### src/rtl/mavg_sched.sv
`default_nettype none
// ----------------------------------------------------------------------------
// mavg_sched : round-robin scheduled TAPS-point moving average over NCH channels
// Rev 1.0
// ----------------------------------------------------------------------------
module mavg_sched #(
  parameter int NCH  = 4,
  parameter int W    = 4,
  parameter int TAPS = 4,
  parameter int CW   = (NCH > 1) ? $clog2(NCH) : 1,
  parameter int LT   = $clog2(TAPS)
) (
  input  logic               clk,
  input  logic               reset,
  input  logic [NCH-1:0]     in_valid,
  input  logic [NCH*W-1:0]   in_x,
  output logic [NCH-1:0]     in_ready,
  input  logic [NCH-1:0]     ch_clr,
  output logic               out_valid,
  output logic [W-1:0]       out_y,
  output logic [CW-1:0]      out_ch,
  output logic               out_warm,
  input  logic               out_ready
);

  localparam int FW = $clog2(TAPS + 1);
  localparam int SW = W + LT;

  logic [W-1:0]  r_hist [NCH][TAPS-1];
  logic [FW-1:0] r_fill [NCH];
  logic [CW-1:0] r_ptr;

  logic [NCH-1:0] w_elig;
  logic           w_slot;
  logic           w_gnt_vld;
  logic [CW-1:0]  w_gnt;
  logic [W-1:0]   w_x;
  logic [SW-1:0]  w_sum;
  logic           w_warm;
  logic           w_xfer;

  function automatic logic [CW-1:0] f_rr_idx(input logic [CW-1:0] p, input int k);
    int s;
    s = int'(p) + k;
    if (s >= NCH) s = s - NCH;
    return CW'(s);
  endfunction

  assign w_elig = in_valid & ~ch_clr;
  assign w_slot = !out_valid || out_ready;

  // Scan from the far end so the channel closest to r_ptr wins.
  always_comb begin
    w_gnt_vld = 1'b0;
    w_gnt     = '0;
    if (w_slot && !reset) begin
      for (int k = NCH - 1; k >= 0; k--) begin
        if (w_elig[f_rr_idx(r_ptr, k)]) begin
          w_gnt_vld = 1'b1;
          w_gnt     = f_rr_idx(r_ptr, k);
        end
      end
    end
  end

  always_comb begin
    in_ready = '0;
    for (int i = 0; i < NCH; i++) begin
      in_ready[i] = w_gnt_vld && (w_gnt == CW'(i));
    end
  end

  assign w_xfer = w_gnt_vld && in_valid[w_gnt];
  assign w_x    = in_x[w_gnt*W +: W];
  assign w_warm = (r_fill[w_gnt] >= FW'(TAPS - 1));

  always_comb begin
    w_sum = SW'(w_x);
    for (int j = 0; j < TAPS - 1; j++) begin
      w_sum = w_sum + SW'(r_hist[w_gnt][j]);
    end
  end

  always_ff @(posedge clk) begin
    if (reset) begin
      out_valid <= 1'b0;
      out_y     <= '0;
      out_ch    <= '0;
      out_warm  <= 1'b0;
      r_ptr     <= '0;
    end else begin
      if (w_xfer) begin
        out_valid <= 1'b1;
        out_y     <= W'(w_sum >> LT);
        out_ch    <= w_gnt;
        out_warm  <= w_warm;
        r_ptr     <= (w_gnt == CW'(NCH - 1)) ? '0 : w_gnt + 1'b1;
      end else if (out_ready) begin
        out_valid <= 1'b0;
      end
    end
  end

  generate
    for (genvar gi = 0; gi < NCH; gi++) begin : g_ch
      always_ff @(posedge clk) begin
        if (reset || ch_clr[gi]) begin
          r_fill[gi] <= '0;
          for (int j = 0; j < TAPS - 1; j++) r_hist[gi][j] <= '0;
        end else if (w_xfer && (w_gnt == CW'(gi))) begin
          r_hist[gi][0] <= w_x;
          for (int j = 1; j < TAPS - 1; j++) r_hist[gi][j] <= r_hist[gi][j-1];
          if (r_fill[gi] != FW'(TAPS)) r_fill[gi] <= r_fill[gi] + 1'b1;
        end
      end
    end
  endgenerate

endmodule
`default_nettype wire

### config.mk
export PLATFORM = sky130hd
export DESIGN_NAME = mavg_sched
export DESIGN_NICKNAME = d
export VERILOG_FILES = /design/src/rtl/mavg_sched.sv
export SDC_FILE = /design/constraint.sdc
export NUM_CORES = 1
export LEC_CHECK = 0
export ABC_AREA = 1
export CORE_ASPECT_RATIO = 1.5
export CORE_MARGIN = 3
export CORE_UTILIZATION = 37
export CTS_BUF_LIST = sky130_fd_sc_hd__clkbuf_8
export DETAILED_ROUTE_END_ITERATION = 10
export SYNTH_ARGS = -nofsm -noshare
export SYNTH_HDL_FRONTEND = slang
export SYNTH_SLANG_ARGS = --single-unit
### constraint.sdc
create_clock -name clk -period 5.5 [get_ports clk]
set_clock_uncertainty 0.15 [all_clocks]
set_input_delay 0.825 -clock clk [delete_from_list [all_inputs] [get_ports clk]]
set_output_delay 0.825 -clock clk [all_outputs]
set_load 0.02 [all_outputs]
==> metrics.log, run 1 <==
INFO  metric syn_to_final_growth = 17.10%
INFO  metric global_routing_usage_summed_across_all_routing_layers = ~16%
INFO  metric fin_nets = roughly 550
INFO  metric max-slew-margin-rel = 63.82%
INFO  metric detail_route.first_pass.iterations = 5
INFO  metric drt-vias-per-instance = 4.791
INFO  metric count_of_unresolved_drc_violations_after_routing = 0
INFO  metric synthArstFlopShare = 0%
INFO  metric synth.area.top_cells = sky130_fd_sc_hd__edfxtp_1, sky130_fd_sc_hd__inv_1, sky130_fd_sc_hd__nor2_1
INFO  metric worst_setup_path_end_kind = flop
INFO  metric finalSetupTns = 0 ns
INFO  metric grt_setup_unrepaired = false
INFO  metric ys_seq_elements = 70
INFO  metric max-vdd-ir-drop = around 0.15 mV
INFO  metric dp.final_hpwl = about 6800 um
INFO  metric final.hold.worst_slack = 0.3192 ns
INFO  metric clockBufferDepth = 2
INFO  metric ys_warn_count = 0
INFO  metric routabilityCongestion = ~0.89
INFO  metric postCtsSetupBuffers = 0
INFO  metric report.final.slew_viol_count = 0
INFO  metric maximum_number_of_pins_on_one_net_before_global_route_repair = between 40 and 50
INFO  metric drive_gt1_share = 8.300%
INFO  metric critical_path.cell_chain = clkdlybuf4s50_1 > inv_1 > nand3_1 > nand2_1 > nand2_1 > nand2_2 > o21ai_0 > a21oi_2 > inv_1 > o21ai_0 > a21oi_1 > a31oi_1 > fa_1 > fa_1 > nand2_1 > inv_1 > nand2_1 > fa_1 > xor2_1 > a211oi_1
INFO  metric synth.cell_area = between 0.004 and 0.005 mm2
INFO  metric period_needed = between 4 and 5 ns
INFO  metric maxCapViolCount = 0
INFO  metric worst-endpoint-required = around 5.6 ns
INFO  metric hold_path_stages = 2
INFO  metric filler_cell_count = ~1,100
INFO  metric multi_input_area = ~0.0016 mm2
INFO  metric floorplan.rows = 46
INFO  metric grt_remaining_overflow = 0
INFO  metric grt_first_pass_wirelength = approximately 15,000 um
INFO  metric worst_setup_hold_path_clk_slew = about 0.070 ns
INFO  metric clock_latency_on_the_worst_skew_pair = around 0.35 ns
INFO  metric root_buffer = sky130_fd_sc_hd__clkbuf_8
INFO  metric initial_antenna_violation_count = 0
INFO  metric ports = 39
INFO  metric cp_max_fo = 17
INFO  metric cellLeakagePower = approximately 2.0 nW
INFO  metric syn_nets = 511
INFO  metric cp_slowest_cell = sky130_fd_sc_hd__fa_1
INFO  metric startpoint_type = input pin
INFO  metric timing_worst_setup_path_type = input pin to flop
INFO  metric detailroute.via_count = 3,114
INFO  metric dr.first_iter.drc_count = roughly 150
INFO  metric tritoncts = done
INFO  metric postRouteAntennaNets = 0
INFO  metric synth_flop_cell = sky130_fd_sc_hd__edfxtp_1
INFO  metric power-per-cell-area = between 300 and 400 mW/mm2
INFO  metric core-area = ~0.011 mm2
INFO  metric n_antenna_cell = 0
INFO  metric synth.top_cell.area_share = around 44%
INFO  metric max_stage_delay = roughly 0.55 ns
INFO  metric timing_worst_slew_pin_value = 0.5421 ns
INFO  metric register_area = 0.002002 mm2
INFO  metric maxClockFrequency = 212.2 MHz
INFO  metric synth_top_cells_by_count = sky130_fd_sc_hd__inv_1, sky130_fd_sc_hd__nor2_1, sky130_fd_sc_hd__nand2_1, sky130_fd_sc_hd__edfxtp_1, sky130_fd_sc_hd__o21ai_0
INFO  metric floorplan.initialDensity = a little under two fifths
INFO  metric post-route-period-util = 85.67%
INFO  metric routed_wirelength = 9160 um
INFO  metric cts_made_buffers = 9
INFO  metric synthDistinctLibCells = 35
INFO  metric critical_path_arrival = approximately 4.8 ns
INFO  metric yosysTopAreaCell = sky130_fd_sc_hd__edfxtp_1
INFO  metric core_utilization_of_the_finished_layout = around 45%
INFO  metric synthCells = about 460
INFO  metric grt_pass1_vias = approximately 3,100
INFO  metric count_of_flip_flops_with_a_built_in_enable_after_synthesis = 60
INFO  metric routedWlPerCell = ~14 um
INFO  metric die_h = ~130 um
INFO  metric post_cts_hold_buffer_count = 0
INFO  metric place.port_buffers = 38
INFO  metric run_status = complete, no violations
INFO  metric cts.sinks = 70
INFO  metric timing.final.setup_violations = 0
INFO  metric ys_seq_area_share = approximately half
INFO  metric hold_violations = 0
INFO  metric dieArea = roughly 0.012 mm2
INFO  metric reg2reg_depth = 22
INFO  metric hold_path_class = flop to flop
INFO  metric cts_repair_resized_insts = 0
INFO  metric cts_max_level = 3
INFO  metric post-synth-top-count-cell = sky130_fd_sc_hd__inv_1
INFO  metric critical-path-top-cell-by-count = sky130_fd_sc_hd__nand2_1
INFO  metric die_width = 91.69 um
INFO  metric syn_avg_cell_area = ~8.8 um2
worst max-delay path, delay by kind of cell:
family	cells	cell delay (ns)
xor+xnor	1	0.16
buf+inv	4	1.03
fa+ha+maj	3	1.44
compound gates	6	0.93
simple gates	6	0.43
per-layer routing:
layer	wire length (um)	global-route usage, %
met2	4811	27.82
met3	400	3.567
met1	3620	17.66
met4	327	8.182
met5	0	0
layout make-up:
cell class                 instances  share of cell area, %
sequential                        70                  41.95
multi-input combinational        278                  33.67
timing repair buffer              46                  9.491
inverter                          96                  7.656
tap                              144                  3.776
clock buffer                       9                  2.596
clock inverter                     7                 0.8652
worst paths after layout:
| path | startpoint | end | slack, ns |
|---|---|---|---|
| hold reg to reg | out_ch[1] | out_ch[1] | 0.32 |
| setup reg to reg | r_ptr[0] | out_y[1] | 1.13 |
| setup / recovery | ch_clr[3] | out_y[1] | 0.79 |
| hold / removal | out_ch[1] | out_ch[1] | 0.32 |
where the power goes:
group | switching, mW | total, mW | internal, mW
Sequential | 0.0259 | 0.649 | 0.623
Clock | 0.200 | 0.359 | 0.159
Combinational | 0.407 | 0.668 | 0.261
Total | 0.633 | 1.68 | 1.04
stage by stage:
stage / instances / power, mW / instance area [um2] / setup WS [ns]
after floorplan: 461 / 1.138 / 4075 / 1.304
after global placement: 634 / 1.322 / 4607 / 0.4755
after detailed placement: 634 / 1.334 / 4607 / 0.4277
after CTS: 650 / 1.700 / 4772 / 0.7818
after global routing: 650 / 1.820 / 4772 / 0.3575
final: 650 / 1.676 / 4772 / 0.7883
state kept, by name (all words and copies together), names as in the netlist:
| name | cells |
|---|---|
| out_warm | 1 |
| out_ch | 2 |
| r_hist | 48 |
| out_y | 4 |
| r_fill | 12 |
| out_valid | 1 |
| r_ptr | 2 |
cell usage in the layout, fill, tap and decap left out, types with 4 or more instances in the layout:
cell type	netlist	layout
sky130_fd_sc_hd__inv_1	88	88
sky130_fd_sc_hd__nor2_1	82	82
sky130_fd_sc_hd__nand2_1	67	67
sky130_fd_sc_hd__edfxtp_1	60	60
sky130_fd_sc_hd__clkdlybuf4s50_1	0	38
sky130_fd_sc_hd__o21ai_0	27	27
sky130_fd_sc_hd__a21oi_1	17	17
sky130_fd_sc_hd__nand3_1	15	15
sky130_fd_sc_hd__ha_1	15	15
sky130_fd_sc_hd__dfxtp_1	10	10
sky130_fd_sc_hd__o211ai_1	9	9
sky130_fd_sc_hd__clkbuf_8	0	9
sky130_fd_sc_hd__fa_1	8	8
sky130_fd_sc_hd__inv_2	7	7
sky130_fd_sc_hd__buf_4	3	7
sky130_fd_sc_hd__xnor2_1	5	5
sky130_fd_sc_hd__a31oi_1	5	5
sky130_fd_sc_hd__a211oi_1	4	4
kinds of logic after synthesis:
logic type | after synthesis | share of synthesized area [%]
AOI/OAI and AO/OA | 71 | 11.18
xor gates and xnor gates | 7 | 1.504
muxes | 1 | 0.2763
and+or+nand+nor | 176 | 17.93
buffers and inverters | 113 | 11.45
DFF | 70 | 49.12
adders and majority gates | 23 | 8.535
Power figures use the tool's default switching activity.
==> run 2: changes to the inputs <==
--- a/config.mk
+++ b/config.mk
@@ -5,12 +5,11 @@
 export SDC_FILE = /design/constraint.sdc
 export NUM_CORES = 1
 export LEC_CHECK = 0
-export ABC_AREA = 1
 export CORE_ASPECT_RATIO = 1.5
-export CORE_MARGIN = 3
-export CORE_UTILIZATION = 37
+export CORE_UTILIZATION = 50
 export CTS_BUF_LIST = sky130_fd_sc_hd__clkbuf_8
 export DETAILED_ROUTE_END_ITERATION = 10
+export PLACE_DENSITY = 0.71
 export SYNTH_ARGS = -nofsm -noshare
 export SYNTH_HDL_FRONTEND = slang
 export SYNTH_SLANG_ARGS = --single-unit
==> metrics.log, run 2 <==
INFO  metric regToRegSetupSlack = 1.32 ns (+0.19 ns)
INFO  metric worst-endpoint-required = 5.62 ns (about the same)
INFO  metric dieArea = 0.008912 mm2 (-28%)
INFO  metric maxClockFrequency = 208.5 MHz (-1.7%)
INFO  metric cp_max_fo = 17 (unchanged)
INFO  metric grt_remaining_overflow = 0 (unchanged)
INFO  metric die_width = 77.42 um (-16%)
INFO  metric timing_worst_setup_path_type = input pin to flop
INFO  metric maxCapViolCount = 0 (unchanged)
INFO  metric mostFrequentLayoutCell = sky130_fd_sc_hd__edfxtp_1
INFO  metric placedCellCount = 507 (-20%)
INFO  metric core-area = 0.008158 mm2 (-23%)
INFO  metric dp.final_hpwl = 7491 um (+9.9%)
INFO  metric grt_pass1_vias = 3,002 (-4.2%)
INFO  metric initial_antenna_violation_count = 0 (unchanged)
INFO  metric routedWlPerCell = 18.56 um (+32%)
INFO  metric count_of_flip_flops_with_a_built_in_enable_after_synthesis = 60 (unchanged)
INFO  metric critical_path_arrival = 4.91 ns (+0.08 ns)
INFO  metric detail_route.first_pass.iterations = 5 (unchanged)
INFO  metric multi_input_area = 0.002006 mm2 (+25%)
INFO  metric reg2reg_depth = 15 (-32%)
INFO  metric dr.first_iter.drc_count = 135 (-6.9%)
INFO  metric timing.final.setup_violations = 0 (unchanged)
INFO  metric instances_no_fill = 523 (-20%)
INFO  metric synthCells = 376 (-18%)
INFO  metric timing.critical_path.depth = 16 (-20%)
INFO  metric syn_to_final_growth = 14.11%
INFO  metric syn_nets = 426 (-17%)
INFO  metric register_area = 0.002002 mm2 (unchanged)
INFO  metric reg.largest.list = r_hist (48), r_fill (12), out_y (4)
INFO  metric post_cts_hold_buffer_count = 0 (unchanged)
INFO  metric floorplan.initialDensity = 52.29% (+14 points)
INFO  metric cellLeakagePower = 2.072 nW (+3.2%)
INFO  metric synth_flop_cell = sky130_fd_sc_hd__edfxtp_1
INFO  metric worst_setup_path_end_kind = flop
INFO  metric synth_top_cells_by_count = sky130_fd_sc_hd__edfxtp_1, sky130_fd_sc_hd__and3_1, sky130_fd_sc_hd__mux2i_1, sky130_fd_sc_hd__inv_1, sky130_fd_sc_hd__nor3_1
INFO  metric cts_max_level = 3 (unchanged)
INFO  metric max-vdd-ir-drop = 0.1588 mV (+4.9%)
INFO  metric floorplan.rows = 40 (-13%)
INFO  metric synth.top_cell.area_share = 42.24% (-2.0 points)
INFO  metric synth.cell_area = 0.004265 mm2 (+4.7%)
INFO  metric design_power_total = 1.385 mW (-17%)
INFO  metric hold_violations = 0 (unchanged)
INFO  metric timing_worst_slew_pin_value = 0.7826 ns (+0.2405 ns)
INFO  metric post-route-period-util = 87.19% (+1.5 points)
INFO  metric mostFrequentLayoutCells = sky130_fd_sc_hd__edfxtp_1, sky130_fd_sc_hd__and3_1, sky130_fd_sc_hd__clkdlybuf4s50_1, sky130_fd_sc_hd__mux2i_1, sky130_fd_sc_hd__inv_1
INFO  metric reg_to_reg_critical_path_endpoint = out_y[3]
INFO  metric global_routing_usage_summed_across_all_routing_layers = 23.31% (+7.5 points)
INFO  metric count_of_unresolved_drc_violations_after_routing = 0 (unchanged)
INFO  metric ys_seq_area_share = 46.93% (-2.2 points)
INFO  metric max-slew-margin-rel = 47.63% (-16 points)
INFO  metric routed_wirelength = 9709 um (+6.0%)
INFO  metric clockBufferDepth = 2 (unchanged)
INFO  metric hold_path_class = flop to flop
INFO  metric worstPathBufferInverterCount = 3 (-1)
INFO  metric startpoint_type = input pin
INFO  metric ys_seq_elements = 70 (unchanged)
INFO  metric power-per-cell-area = 284.6 mW/mm2 (-19%)
INFO  metric endpoint = out_y[3]
INFO  metric drive_gt1_share = 12.68% (+4.4 points)
INFO  metric routabilityCongestion = 0.8681 (-2.8%)
INFO  metric detailroute.via_count = 2,910 (-6.6%)
INFO  metric ports = 39 (unchanged)
INFO  metric period_needed = 4.796 ns (+0.08389 ns)
INFO  metric root_buffer = sky130_fd_sc_hd__clkbuf_8
INFO  metric synthDistinctLibCells = 59 (+69%)
INFO  metric n_antenna_cell = 0 (unchanged)
INFO  metric cts_repair_resized_insts = 0 (unchanged)
INFO  metric critical_path.cell_chain = clkdlybuf4s50_1 > nor2b_4 > a21oi_2 > o22a_4 > nor2_8 > inv_4 > mux2i_1 > mux2i_1 > fa_1 > fa_1 > nand3_1 > fa_1 > inv_1 > a21o_1 > a21oi_1 > a211oi_1
INFO  metric fin_nets = 463 (-16%)
INFO  metric cp_slowest_cell = sky130_fd_sc_hd__fa_1
INFO  metric grt_setup_unrepaired = false
INFO  metric clock_latency_on_the_worst_skew_pair = 0.35 ns (about the same)
INFO  metric finalSetupTns = 0 ns (unchanged)
INFO  metric max_stage_delay = 0.58 ns (+0.03 ns)
INFO  metric largest_reg_flops = 48 (unchanged)
INFO  metric top_register = r_hist
INFO  metric postCtsSetupBuffers = 0 (unchanged)
INFO  metric critical-path-top-cell-by-count = sky130_fd_sc_hd__fa_1
INFO  metric report.final.slew_viol_count = 0 (unchanged)
INFO  metric launch_instance_of_the_worst_register_to_register_path = r_ptr[0]
INFO  metric yosysTopAreaCell = sky130_fd_sc_hd__edfxtp_1
INFO  metric postRouteAntennaNets = 0 (unchanged)
INFO  metric run_status = complete, no violations
INFO  metric die_h = 115.1 um (-14%)
INFO  metric syn_avg_cell_area = 11.34 um2 (+28%)
INFO  metric post-synth-top-count-cell = sky130_fd_sc_hd__edfxtp_1
INFO  metric grt_first_pass_wirelength = 15,340 um (+2.0%)
INFO  metric timing.critical_path.max_delay_family = adder cells
INFO  metric drt-vias-per-instance = 5.564 (+16%)
INFO  metric cp-startpoint = ch_clr[3]
INFO  metric tritoncts = done
INFO  metric cts_made_buffers = 9 (unchanged)
INFO  metric filler_cell_count = 678 (-38%)
INFO  metric synthArstFlopShare = 0% (unchanged)
INFO  metric worst_setup_hold_path_clk_slew = 0.08 ns (about the same)
INFO  metric ys_warn_count = 0 (unchanged)
INFO  metric maximum_number_of_pins_on_one_net_before_global_route_repair = 18 (-60%)
INFO  metric cts.sinks = 70 (unchanged)
INFO  metric synth.area.top_cells = sky130_fd_sc_hd__edfxtp_1, sky130_fd_sc_hd__mux2i_1, sky130_fd_sc_hd__and3_1
INFO  metric place.port_buffers = 38 (unchanged)
-- run 2: kinds of logic after synthesis --
family / after synthesis / share of synthesized area, %
buf+inv: 46 / 6.043
simple gates: 151 / 20.45
compound gates: 45 / 8.771
xor+xnor: 3 / 0.6161
mux: 38 / 9.035
fa+ha+maj: 23 / 8.155
flops: 70 / 46.93
-- run 2: report_power, final --
group | internal, mW | total [mW] | switching [mW] | leakage [nW]
Combinational | 0.147 | 0.333 | 0.186 | 1.22
Clock | 0.211 | 0.421 | 0.210 | 0.0937
Sequential | 0.610 | 0.631 | 0.0212 | 0.755
Total | 0.968 | 1.39 | 0.418 | 2.07
-- run 2: layout make-up --
cell class	count	share of cell area, %
clock buffers	9	2.545
flip-flops and latches	70	41.13
repair buffers	43	8.586
well taps	105	2.699
clock inverters	7	1.517
inverters	29	2.314
multi-input cells	260	41.21
-- run 2: worst min path at each step --
stage,startpoint,endpoint,slack (ns),cells after the start
final,out_ch[1],out_ch[1],0.33,2
after global routing,out_ch[1],out_ch[1],0.37,2
after global placement,out_ch[1],out_ch[1],0.31,2
after floorplan,r_ptr[0],r_ptr[0],0.38,2
after CTS,out_ch[1],out_ch[1],0.33,2
after detailed placement,out_ch[1],out_ch[1],0.32,2
-- run 2: metrics by stage --
stage	util [%]	instance area [um2]	setup WS, ns	hold WS (ns)
final	59.66	4867	0.7044	0.3260
after floorplan	-	4265	1.327	0.3805
after global placement	57.24	4669	0.4065	0.3080
after CTS	59.66	4867	0.6793	0.3327
after global routing	59.66	4867	0.4895	0.3713
after detailed placement	57.24	4669	0.3119	0.3201
-- run 2: worst reg2reg max path: stages, from the launching register on --
cell and delay [ns]:
sky130_fd_sc_hd__dfxtp_1 0.48, sky130_fd_sc_hd__inv_2 0.07, sky130_fd_sc_hd__a21o_1 0.21, sky130_fd_sc_hd__o22a_4 0.31
sky130_fd_sc_hd__nor2_8 0.28, sky130_fd_sc_hd__inv_4 0.19, sky130_fd_sc_hd__mux2i_1 0.27, sky130_fd_sc_hd__mux2i_1 0.13
sky130_fd_sc_hd__fa_1 0.49, sky130_fd_sc_hd__fa_1 0.58, sky130_fd_sc_hd__nand3_1 0.11, sky130_fd_sc_hd__fa_1 0.41
sky130_fd_sc_hd__inv_1 0.07, sky130_fd_sc_hd__a21o_1 0.10, sky130_fd_sc_hd__a21oi_1 0.06, sky130_fd_sc_hd__a211oi_1 0.21
-- run 2: routing by layer --
layer | GRT usage (%) | vias to the layer above | wire length [um]
met5 | 0 | - | 0
met2 | 43.24 | 63 | 5368
met4 | 9.057 | 0 | 194
met1 | 26.57 | 1382 | 3812
li1 | - | 1449 | -
met3 | 3.810 | 16 | 333
